--- config.mk ---
export PLATFORM = sky130hd
export DESIGN_NAME = sfr_chk_reg_bank
export DESIGN_NICKNAME = d
export VERILOG_FILES = /design/src/rtl/sfr_shadow_checker_pkg.sv /design/src/rtl/sfr_shadow_checker_reg_bank.sv
export SDC_FILE = /design/constraint.sdc
export NUM_CORES = 1
export LEC_CHECK = 0
export CAP_MARGIN = 20
export CORE_AREA = 2 2 66 68
export DETAILED_ROUTE_END_ITERATION = 6
export DIE_AREA = 0 0 68 70
export GPL_TIMING_DRIVEN = 0
export HOLD_SLACK_MARGIN = 0.05
export PLACE_DENSITY_LB_ADDON = 0.12
export SKIP_LAST_GASP = 1
export SYNTH_ARGS = -nofsm -noshare
export SYNTH_HDL_FRONTEND = slang
export SYNTH_SLANG_ARGS = --single-unit
--- constraint.sdc ---
create_clock -name i_CLK -period 1.07 [get_ports i_CLK]
set_input_delay 0.214 -clock i_CLK [delete_from_list [all_inputs] [get_ports i_CLK]]
set_output_delay 0.214 -clock i_CLK [all_outputs]
set_load 0.005 [all_outputs]
--- src/rtl/sfr_shadow_checker_pkg.sv ---
// Shared types and helpers for the double-buffered SFR shadow checker.
package sfr_chk_pkg;

    localparam int APB_DATA_W = 32;

    typedef enum logic [1:0] {
        IDLE  = 2'd0,
        WAIT  = 2'd1,
        CHECK = 2'd2
    } chk_state_e;

    // Word index of a byte address relative to the bank base; range checks are left to the caller.
    function automatic logic [31:0] addr_to_idx(input logic [31:0] addr, input logic [31:0] base);
        logic [31:0] offset;
        offset = addr - base;
        return offset >> 2;
    endfunction

endpackage

--- src/rtl/sfr_shadow_checker_reg_bank.sv ---
// One checked SFR word: pending/active shadow pair and live-value compare.
module sfr_chk_reg_bank
    import sfr_chk_pkg::*;
#(
    parameter int DATA_W = 16
) (
    input  logic              i_CLK,
    input  logic              i_RST,
    input  logic              wr_en,
    input  logic [DATA_W-1:0] wr_data,
    input  logic              commit,
    input  logic [DATA_W-1:0] dut_val,
    input  logic              excluded,
    output logic [DATA_W-1:0] active,
    output logic              mism
);
    logic [DATA_W-1:0] pending;

    // commit reads the old pending, so a write on the commit edge belongs to the next frame
    always_ff @(posedge i_CLK or negedge i_RST) begin
        if (!i_RST) begin
            pending <= '0;
            active  <= '0;
        end else begin
            if (commit) active  <= pending;
            if (wr_en)  pending <= wr_data;
        end
    end

    assign mism = !excluded && (dut_val != active);

endmodule

### Word level (Yosys, flattened, before mapping)

Index checks and enable logic that the tools add are counted.

* flip-flop bits (word level): 32
* bits in latches: 0
* bits in writable memories: 0
* ROM bits: 0
* input bits: 37
* output and inout bits: 17
* logic and storage cells: 5
* memories kept: 0

* $add $sub $neg: 0
* multiply operators: 0
* div/mod/pow operators: 0
* order comparisons: 0
* equality and inequality tests: 1
* shift-type cells: 0
* multiplexer cells: 0
* bitwise logic cells: 0
* reductions and logical operators: 2

Operators by type and width (count)
* 16-bit inequality test: 1
* 1-bit logical AND: 1
* 1-bit zero test: 1

### Logic depth before layout (Yosys ltp)

* depth in word-level cells: 2
* gate-level depth with buffers: 3
* depth with buffers taken out: 3

### Least setup slack after synthesis

Ideal clock, no wire load.

* path kind: reg2out
* start: register active[5]
* end: output mism
* arrival time: 958 ps
* required time: 856 ps
* path slack: -102 ps
* cell stages (with the launch flop): 4
* buffers on the path: 0
* cell sequence: dfrtp_1 xor2_1 nor4_1 a41oi_1

* cells in the longest elaborated chain, start to end: 2

Ends and longest elaborated chain
* start: declaration: RTL line sfr_shadow_checker_reg_bank.sv:14 `output logic [DATA_W-1:0] active,`
* start signal: assignment: RTL line sfr_shadow_checker_reg_bank.sv:25 `if (commit) active <= pending;`
* 16-bit inequality test: RTL line sfr_shadow_checker_reg_bank.sv:30 `assign mism = !excluded && (dut_val != active);`
* 1-bit logical AND: RTL line sfr_shadow_checker_reg_bank.sv:30
* end: declaration: RTL line sfr_shadow_checker_reg_bank.sv:15 `output logic mism`

No other way between the ends.

### Final worst setup path

* start: input dut_val[1]
* end: output mism

* cells in the longest elaborated chain, start to end: 2

Ends and longest elaborated chain
* start: declaration: RTL line sfr_shadow_checker_reg_bank.sv:12 `input logic [DATA_W-1:0] dut_val,`
* 16-bit inequality test: RTL line sfr_shadow_checker_reg_bank.sv:30
* 1-bit logical AND: RTL line sfr_shadow_checker_reg_bank.sv:30

No other way between the ends.

==> run metrics <==
status finished, violations left; violated checks negative setup slack; CP required 860 ps; die height 70 µm; Hold Slack 234 ps; YS warnings 0; vias post-DR 965; Filler cells 356; CTS root buffer clkbuf_8; Multi-input gate area 577 µm²; register area share after synthesis 57.7%; # DRC 0; max-cap viol count 0; Max Root-Sink Buffers 2; worst-margin pin slew 447 ps; Worst setup SP type primary input; Seq. cell area 801 µm²; DR WL/cell 14.3 µm; total global-route track usage 14.2%; Final Non-Filler Cells 214; Starting Density 33.5%; antenna violations before repair 0; Area Growth Syn to Fin 61.3%; routed vias/inst 4.51; GR Overflow Total 0; core area 4140 µm²; commonest non-fill, non-tap cell in the layout clkdlybuf4s50_1; ANT cells 0; Final GP Congestion 0.662; fmax 0.588 GHz; Yosys reg bits 32; final hold viol count 0; CTS tree built; router iterations before antenna repair 4; clk_skew 1.10 ps; pre-CTS WS -1070 ps; syn_nets 126; Slew headroom 70.2%; FP Rows 24; final net count 199; clk slew on worst S/H paths 60 ps; synthesized area per cell 15.6 µm²; I/O pin total 54; Synth area leader dfrtp_1; Max IR drop VDD 0.000733 V; fin crit period 1700 ps; vias in the first global route 1026; static leakage 0.963 nW; pwr/cell area 1470 nW/µm²; fin worst setup slack -630 ps; placed cells 192; PortBufs 51; Die W 68 µm; Synth top area share 57.7%; Synth cell types 7; most frequent cells in the layout clkdlybuf4s50_1, mux2_2, dfrtp_1, buf_6, xor2_1; Die ar. 4760 µm²; Syn Std Cell Area 1390 µm²; critical path peak fanout 1; worst hold path class primary input to flop; Finish-stage setup viols 14; placed inst area 1960 µm²; Clock Sinks 32; fin area 2240 µm²; CP Capture Type output pin; dpl hpwl 2130 µm; first-iteration detailed-routing DRC count 19; post-layout util 54.0%; final period utilization 159%; Synth area leaders dfrtp_1, mux2_2, xor2_1, buf_8, nor4_1; worst setup path category primary input to output pin; H-tree depth 2; cells after synthesis 89; TritonCTS Buffers 5; DRT antenna net count 0; PnR Total Power 3.30 mW; pin count of the biggest net entering global routing 33; global-route wire length before repair 4840 µm; layout cells sized above 1 48.8%; CP arrival 1490 ps; total routed wirelength 3060 µm; Final Slew Violations 0; RSZ-0062 raised after global routing true; clock latency at the later pin of the worst-skew pair 270 ps; TNS Setup -1590 ps
[logic make-up (layout without fill, tap and decap cells)]
kind of cell,after synthesis,after routing,share of synthesized area [%]
xor gates and xnor gates,16,16,10.1
AOI/OAI and AO/OA,1,1,0.631
buffers and inverters,4,77,3.79
DFF,32,32,57.7
muxes,32,32,26.0
and+or+nand+nor,4,4,1.80
[Yosys cell counts]
cell type and instances:
dfrtp_1 32, mux2_2 32, xor2_1 16, nor4_1 4, buf_6 2, buf_8 2
a41oi_1 1
[where the power goes]
| part | switching, mW | internal, mW | total, mW | leakage (nW) |
|---|---|---|---|---|
| clock network | 0.403 | 0.572 | 0.975 | 0.0503 |
| logic | 0.283 | 0.572 | 0.855 | 0.538 |
| registers | 0.109 | 1.36 | 1.47 | 0.375 |
| total | 0.794 | 2.51 | 3.30 | 0.963 |
[per-layer routing]
metal / GRT usage (%) / vias to the layer above / wire length [µm]
met4: 4.67 / 0 / 30
li1: - / 454 / -
met2: 21.7 / 39 / 1470
met3: 5.96 / 4 / 252
met1: 18.2 / 468 / 1310
met5: 0 / - / 0
[final timing paths]
path | slack [ps] | cells past startpoint | end | start
min reg2reg | 500 | 1 | pending[13]$_DFFE_PN0P_ | pending[13]$_DFFE_PN0P_
max in group asynchronous | 310 | 2 | pending[15]$_DFFE_PN0P_ | i_RST
min | 230 | 2 | active[14]$_DFFE_PN0P_ | commit
min in group asynchronous | 450 | 2 | pending[11]$_DFFE_PN0P_ | i_RST
max reg2reg | 90 | 3 | active[6]$_DFFE_PN0P_ | active[6]$_DFFE_PN0P_
max | -630 | 5 | mism | dut_val[1]
[cell type report]
class                   instances  share of cell area (%)
flip-flops and latches         32                    35.8
repair buffers                 66                    28.9
multi-input cells              53                    25.8
clock buffers                   7                    4.30
well taps                      52                    2.91
plain buffers                   4                    2.35
[flip-flops by register name, summed over array words and instances (netlist names)]
signal   count
active      16
pending     16
[worst max-delay path, stage by stage]
cell and delay [ps]:
clkdlybuf4s50_1 450, xor2_2 210, nor4_4 310, a41oi_2 140, buf_2 150
[timing repair]
| item | 4_1_cts | 5_1_grt |
|---|---|---|
| endpoints found under the hold margin | 32 | 0 |
| setup buffers | 13 | 3 |
| pin swaps | 3 | 4 |
| hold buffers | 1 | 0 |
| setup endpoints to repair | 17 | 49 |
| resized for setup | 75 | 15 |
No activity file was read; power rests on OpenSTA's default activity.
